==> src/rtl/lc3b_types.sv <==
// rtl/lc3b_types.sv - shared lc3b opcode, nzp and write-back stage types
package lc3b_types;

   typedef enum logic [3:0] {
      op_br   = 4'b0000,
      op_add  = 4'b0001,
      op_ldb  = 4'b0010,
      op_stb  = 4'b0011,
      op_jsr  = 4'b0100,
      op_and  = 4'b0101,
      op_ldr  = 4'b0110,
      op_str  = 4'b0111,
      op_rti  = 4'b1000,
      op_not  = 4'b1001,
      op_ldi  = 4'b1010,
      op_sti  = 4'b1011,
      op_jmp  = 4'b1100,
      op_shf  = 4'b1101,
      op_lea  = 4'b1110,
      op_trap = 4'b1111
   } lc3b_opcode;

   typedef logic [2:0] lc3b_nzp;

   typedef enum logic [1:0] {
      WB_IDLE,
      WB_WAIT,
      WB_COMMIT
   } lc3b_wb_state_t;

   // regfilemux_sel encodings; every value from RFMUX_BYTE upward is a byte load
   localparam logic [2:0] RFMUX_ALU   = 3'd0;
   localparam logic [2:0] RFMUX_WORD  = 3'd1;
   localparam logic [2:0] RFMUX_PC    = 3'd2;
   localparam logic [2:0] RFMUX_PC_BR = 3'd3;
   localparam logic [2:0] RFMUX_BYTE  = 3'd4;

endpackage

==> src/rtl/lc3b_wb_align.sv <==
// rtl/lc3b_wb_align.sv - byte lane select and sign/zero extension for byte loads
module lc3b_wb_align #(
   parameter int WIDTH     = 16,
   parameter bit SEXT_BYTE = 1'b0
) (
   input  logic [15:0]      lane_data,
   input  logic             lane_sel,
   output logic [WIDTH-1:0] byte_ext
);

   logic [7:0] byte_val;

   always_comb begin
      byte_val = lane_sel ? lane_data[15:8] : lane_data[7:0];
      byte_ext = {{(WIDTH-8){SEXT_BYTE & byte_val[7]}}, byte_val};
   end

endmodule

==> src/rtl/lc3b_writeback_unit.sv <==
// rtl/lc3b_writeback_unit.sv - handshaked lc3b write-back stage
// Waits on dmem for loads, commits to the regfile, owns CC and resolves branches.
module lc3b_writeback_unit
   import lc3b_types::*;
#(
   parameter int WIDTH       = 16,
   parameter int NREGS       = 8,
   parameter int MEM_TIMEOUT = 64,
   parameter int SEXT_BYTE   = 0,
   localparam int DW         = $clog2(NREGS)
) (
   input  logic             clk,
   input  logic             reset_n,
   input  logic             in_valid,
   output logic             in_ready,
   input  lc3b_opcode       opcode,
   input  logic [DW-1:0]    dest,
   input  logic [WIDTH-1:0] pc,
   input  logic [WIDTH-1:0] pc_br,
   input  logic [WIDTH-1:0] alu_out,
   input  logic [WIDTH-1:0] dmem_address,
   input  logic [2:0]       regfilemux_sel,
   input  logic             load_cc,
   input  logic             load_rf,
   input  logic             mem_read,
   input  logic             dmem_resp,
   input  logic [WIDTH-1:0] dmem_rdata,
   output logic             rf_we,
   output logic [DW-1:0]    rf_dest,
   output logic [WIDTH-1:0] rf_wdata,
   output lc3b_nzp          cc_out,
   output logic             branch_enable,
   output logic [WIDTH-1:0] branch_target,
   output logic             mem_error
);

   localparam int CW = $clog2(MEM_TIMEOUT);
   localparam logic [CW-1:0] CNT_LAST = CW'(MEM_TIMEOUT - 1);

   lc3b_wb_state_t   state_q, state_d;
   logic [CW-1:0]    cnt_q, cnt_d;
   lc3b_opcode       op_q, op_d;
   logic [DW-1:0]    dest_q, dest_d;
   logic [WIDTH-1:0] pc_q, pc_d;
   logic [WIDTH-1:0] pc_br_q, pc_br_d;
   logic [WIDTH-1:0] alu_q, alu_d;
   logic             addr0_q, addr0_d;
   logic [2:0]       sel_q, sel_d;
   logic             load_cc_q, load_cc_d;
   logic             load_rf_q, load_rf_d;
   logic [WIDTH-1:0] rdata_q, rdata_d;
   logic             rf_we_q, rf_we_d;
   logic [DW-1:0]    rf_dest_q, rf_dest_d;
   logic [WIDTH-1:0] rf_wdata_q, rf_wdata_d;
   lc3b_nzp          cc_q, cc_d;
   logic             br_en_q, br_en_d;
   logic [WIDTH-1:0] br_tgt_q, br_tgt_d;
   logic             mem_err_q, mem_err_d;

   logic [WIDTH-1:0] byte_data;
   logic [WIDTH-1:0] sel_data;
   lc3b_nzp          new_cc;
   logic             br_taken;
   logic             unused_addr_hi;

   assign unused_addr_hi = ^dmem_address[WIDTH-1:1];

   lc3b_wb_align #(
      .WIDTH     (WIDTH),
      .SEXT_BYTE (SEXT_BYTE != 0)
   ) u_align (
      .lane_data (rdata_q[15:0]),
      .lane_sel  (addr0_q),
      .byte_ext  (byte_data)
   );

   always_comb begin
      sel_data = byte_data;
      if (sel_q < RFMUX_BYTE) begin
         case (sel_q)
            RFMUX_ALU:   sel_data = alu_q;
            RFMUX_WORD:  sel_data = rdata_q;
            RFMUX_PC:    sel_data = pc_q;
            RFMUX_PC_BR: sel_data = pc_br_q;
            default:     sel_data = byte_data;
         endcase
      end
   end

   // Branch resolution deliberately reads cc_q, the value before this commit's update
   always_comb begin
      if (sel_data[WIDTH-1])
         new_cc = 3'b100;
      else if (sel_data == '0)
         new_cc = 3'b010;
      else
         new_cc = 3'b001;
      br_taken = |(dest_q[2:0] & cc_q);
   end

   always_comb begin
      state_d    = state_q;
      cnt_d      = cnt_q;
      op_d       = op_q;
      dest_d     = dest_q;
      pc_d       = pc_q;
      pc_br_d    = pc_br_q;
      alu_d      = alu_q;
      addr0_d    = addr0_q;
      sel_d      = sel_q;
      load_cc_d  = load_cc_q;
      load_rf_d  = load_rf_q;
      rdata_d    = rdata_q;
      rf_we_d    = 1'b0;
      rf_dest_d  = rf_dest_q;
      rf_wdata_d = rf_wdata_q;
      cc_d       = cc_q;
      br_en_d    = 1'b0;
      br_tgt_d   = br_tgt_q;
      mem_err_d  = mem_err_q;
      in_ready   = (state_q == WB_IDLE);

      case (state_q)
         WB_IDLE: begin
            if (in_valid) begin
               op_d      = opcode;
               dest_d    = dest;
               pc_d      = pc;
               pc_br_d   = pc_br;
               alu_d     = alu_out;
               addr0_d   = dmem_address[0];
               sel_d     = regfilemux_sel;
               load_cc_d = load_cc;
               load_rf_d = load_rf;
               rdata_d   = '0;
               cnt_d     = '0;
               state_d   = mem_read ? WB_WAIT : WB_COMMIT;
            end
         end
         WB_WAIT: begin
            if (dmem_resp) begin
               rdata_d = dmem_rdata;
               state_d = WB_COMMIT;
            end else if (cnt_q == CNT_LAST) begin
               rdata_d   = '0;
               mem_err_d = 1'b1;
               state_d   = WB_COMMIT;
            end else begin
               cnt_d = cnt_q + 1'b1;
            end
         end
         WB_COMMIT: begin
            state_d    = WB_IDLE;
            rf_we_d    = load_rf_q;
            rf_dest_d  = dest_q;
            rf_wdata_d = sel_data;
            br_tgt_d   = pc_br_q;
            if (load_cc_q)
               cc_d = new_cc;
            br_en_d = ((op_q == op_br) && br_taken) || (op_q == op_jmp) ||
                      (op_q == op_jsr) || (op_q == op_trap);
         end
         default: state_d = WB_IDLE;
      endcase
   end

   always_ff @(posedge clk or negedge reset_n) begin
      if (!reset_n) begin
         state_q    <= WB_IDLE;
         cnt_q      <= '0;
         op_q       <= op_br;
         dest_q     <= '0;
         pc_q       <= '0;
         pc_br_q    <= '0;
         alu_q      <= '0;
         addr0_q    <= 1'b0;
         sel_q      <= RFMUX_ALU;
         load_cc_q  <= 1'b0;
         load_rf_q  <= 1'b0;
         rdata_q    <= '0;
         rf_we_q    <= 1'b0;
         rf_dest_q  <= '0;
         rf_wdata_q <= '0;
         cc_q       <= 3'b010;
         br_en_q    <= 1'b0;
         br_tgt_q   <= '0;
         mem_err_q  <= 1'b0;
      end else begin
         state_q    <= state_d;
         cnt_q      <= cnt_d;
         op_q       <= op_d;
         dest_q     <= dest_d;
         pc_q       <= pc_d;
         pc_br_q    <= pc_br_d;
         alu_q      <= alu_d;
         addr0_q    <= addr0_d;
         sel_q      <= sel_d;
         load_cc_q  <= load_cc_d;
         load_rf_q  <= load_rf_d;
         rdata_q    <= rdata_d;
         rf_we_q    <= rf_we_d;
         rf_dest_q  <= rf_dest_d;
         rf_wdata_q <= rf_wdata_d;
         cc_q       <= cc_d;
         br_en_q    <= br_en_d;
         br_tgt_q   <= br_tgt_d;
         mem_err_q  <= mem_err_d;
      end
   end

   assign rf_we         = rf_we_q;
   assign rf_dest       = rf_dest_q;
   assign rf_wdata      = rf_wdata_q;
   assign cc_out        = cc_q;
   assign branch_enable = br_en_q;
   assign branch_target = br_tgt_q;
   assign mem_error     = mem_err_q;

endmodule
==> config.mk <==
export PLATFORM = sky130hd
export DESIGN_NAME = lc3b_writeback_unit
export DESIGN_NICKNAME = d
export VERILOG_FILES = /design/src/rtl/lc3b_types.sv /design/src/rtl/lc3b_wb_align.sv /design/src/rtl/lc3b_writeback_unit.sv
export SDC_FILE = /design/constraint.sdc
export NUM_CORES = 1
export LEC_CHECK = 0
export BUFFER_PORTS_ARGS = -buffer_cell sky130_fd_sc_hd__buf_2
export CAP_MARGIN = 20
export CORE_UTILIZATION = 60
export CTS_BUF_LIST = sky130_fd_sc_hd__clkbuf_8
export CTS_CLUSTER_SIZE = 20
export DETAILED_ROUTE_END_ITERATION = 12
export GPL_TIMING_DRIVEN = 1
export PLACE_DENSITY = 0.95
export SYNTH_ARGS = -nofsm -noshare
export SYNTH_HDL_FRONTEND = slang
export SYNTH_HIERARCHICAL = 1
export SYNTH_SLANG_ARGS = --single-unit
==> constraint.sdc <==
create_clock -name clk -period 5.7 [get_ports clk]
set_input_delay 0.57 -clock clk [delete_from_list [all_inputs] [get_ports clk]]
set_output_delay 0.57 -clock clk [all_outputs]
set_load 0.01 [all_outputs]
==> impl_metrics.csv <==
group,metric,value,unit
clocking,clkTransAtPathRegs,0.08,ns
logic_synthesis,synth_area_leaders,"dfrtp_1 (54%), nand2_1 (17%), mux2i_1 (3.6%), a22o_1 (2.4%), mux2_4 (2.1%)",
place,place_hpwl,9640,um
floorplanning,start_util,62.5,%
critical_path,critPathLaunchType,"register",
layout,final_layout_size_suffix_gt1_share,25.4,%
logic_synthesis,yosysTopAreaCellShare,53.7,%
clocking,htree_levels,4,
critical_path,r2r_cells,5,
logic_synthesis,synth-seq-cells,126,
floorplanning,fp.dieH,101,um
sta,fin_tns_setup,0,ns
sta,setup_violations,0,
power_and_ir_drop,powerDensity,469,mW/mm^2
flow_run,maxCapViolCount,0,
run_status,status,"finished clean",
logic_synthesis,synth_top_flop_cell,"dfrtp_1",
global_routing,grt_pass1_wl,23500,um
critical_path,path_class,"register to register",
clocking,insertion_delay,0.43,ns
sta,finalClockSkew,0.0113,ns
floorplanning,pin_count,139,
layout,seq_area,0.00315,mm^2
floorplanning,dieArea,0.0101,mm^2
power_and_ir_drop,ir_worst_vdd,0.275,mV
critical_path,worstReg2RegStart,"sel_q[1]",
sta,finalHoldViolations,0,
logic_synthesis,synth.avg_cell_area,9.49,um^2
logic_synthesis,yosysSeqAreaShare,54.1,%
global_routing,antenna_found_initial,0,
sta,rsz0062_at_grt,"false",
layout,num-fill-cells,660,
critical_path,end_kind,"register",
sta,relSlewSlack,41.0,%
logic_synthesis,yosysMostFrequentCell,"nand2_1",
logic_synthesis,netlist_top_cells_count,"nand2_1 (260), dfrtp_1 (125), clkbuf_1 (23), mux2i_1 (21), nor2_1 (21)",
clocking,clkSinkCount,126,
routing,drt_wl_total,14300,um
clocking,cts_buffer_depth,2,
sta,fin_crit,2.44,ns
sta,fmax,410,MHz
routing,drt_pass1_iterations,5,
layout,fin_nets,824,
clocking,cts_setup_buffers,0,
logic_synthesis,yosysWarningCount,6,
logic_synthesis,yosysTopAreaCell,"dfrtp_1",
logic_synthesis,synth_edf_count,0,
critical_path,r2r_end,"cc_out[0]",
sta,hold_slack,0.166,ns
clocking,hold_buffers,0,
routing,dr.first_iter.drc_count,287,
layout,multi_input_area,0.00245,mm^2
worst_hold_path,hold_path.class,"primary input to asynchronous set/reset pin",
place,gp_congestion,0.886,
sta,tightest_slew,0.886,ns
critical_path,critPathRequiredTime,6.01,ns
clocking,cts_tree,"done",
critical_path,cp.arrival,2.75,ns
sta,drv_slew,0,
global_routing,grt_remaining_overflow,0,
routing,viasPerCell,5.57,
critical_path,reg2reg_slack,3.26,ns
floorplanning,core_area,0.00933,mm^2
layout,antennaDiodeCount,0,
layout,syn_to_final_growth,18.0,%
routing,wl_per_cell,16.5,um
clocking,cts_buffers,17,
clocking,root_buffer,"clkbuf_8",
floorplanning,die_x,101,um
routing,antenna_left,0,
logic_synthesis,ys_types,52,
logic_synthesis,syn_inst,614,
global_routing,grt_pass1_vias,4877,
logic_synthesis,postSynth.asyncResetShare,100,%
power_and_ir_drop,cellLeakagePower,3.69,nW
logic_synthesis,synth_area,0.00583,mm^2
critical_path,cp_max_fo,19,
routing,via_count,4839,
sta,fin_crit_sh,42.8,%
routing,route.detailed.drc,0,
clocking,cts_resized,0,
floorplanning,row_count,35,
global_routing,grt_use_total,30.8,%
place,port_buffers,123,
global_routing,grt_max_degree,74,
cell type report:
cell class | count | area share [%]
clock inverters | 15 | 2.33
repair buffers | 130 | 10.1
inverters | 5 | 0.273
clock buffers | 17 | 3.40
well taps | 129 | 2.35
flip-flops and latches | 126 | 45.9
multi-input cells | 446 | 35.7
report_power, final:
part / internal [W] / switching (W)
clock network: 0.000393 / 0.000373
logic: 0.000445 / 0.000604
registers: 0.00118 / 0.000234
total: 0.00202 / 0.00121
cells by family after synthesis:
kind of cell | Yosys count | share of synthesized area [%]
AOI/OAI and AO/OA | 76 | 9.73
xor gates and xnor gates | 4 | 0.601
adders and majority gates | 1 | 0.215
buffers and inverters | 49 | 4.34
DFF | 126 | 54.1
muxes | 40 | 8.76
other | 1 | 0.0643
and+or+nand+nor | 317 | 22.2
metrics by stage:
step | instance area [um^2] | std cells | power (W) | util [%] | setup WS, ns
floorplan | 5850 | 621 | 0.00208 | - | 3.82
finish | 6880 | 868 | 0.00323 | 73.7 | 3.26
detailed placement | 6440 | 834 | 0.00245 | 69.1 | 3.31
CTS | 6840 | 866 | 0.00322 | 73.3 | 3.29
global placement | 6440 | 834 | 0.00238 | 69.1 | 3.36
global route | 6880 | 868 | 0.00343 | 73.7 | 3.09
worst max-delay path: stages (launching register included):
cell and delay, ns:
dfrtp_1 0.75, and2b_1 0.49, a211oi_1 0.16, nor4_2 0.35
nand4_2 0.19, o32a_1 0.38
per-layer routing:
metal  wire length (um)  up-vias  part of all wire [%]  GRT usage [%]
li1                   -     2247                     -              -
met4                374        0                   2.6           13.7
met5                  0        -                     0              0
met1               5790     2343                    40           38.6
met2               7210      216                    50           51.4
met3                936       33                   6.5           7.07
registers in the layout, indices dropped and copies added (netlist names), 2 cells and up:
signal and cells:
alu_q 16, branch_target 16, cc_out 3, cnt_q 6, dest_q 3, op_q 4
pc_br_q 16, pc_q 16, rdata_q 16, rf_dest 3, rf_wdata 16, sel_q 3
state_q 2
worst max path at each step:
| stage | startpoint | end | slack, ns | cells after the start |
|---|---|---|---|---|
| 2_1_floorplan | addr0_q | cc_out[0] | 3.82 | 7 |
| 3_3_place_gp | sel_q[1] | cc_out[0] | 3.36 | 5 |
| 3_5_place_dp | sel_q[1] | cc_out[0] | 3.31 | 5 |
| 4_1_cts | sel_q[1] | cc_out[0] | 3.29 | 5 |
| 5_1_grt | sel_q[1] | cc_out[0] | 3.09 | 5 |
| 6_report | sel_q[1] | cc_out[0] | 3.26 | 5 |
cells in the final DEF, fill, tap and decap left out, types with 6 or more instances in the layout:
master	n
a22o_1	16
o21ai_0	9
buf_4	6
mux2i_1	21
a21o_1	9
a211oi_1	11
a21oi_1	8
clkbuf_8	17
conb_1	8
nor2_1	21
nand2_1	259
mux2_4	8
dfrtp_1	125
buf_2	122
Note: power is estimated with default switching activity, not from simulation.
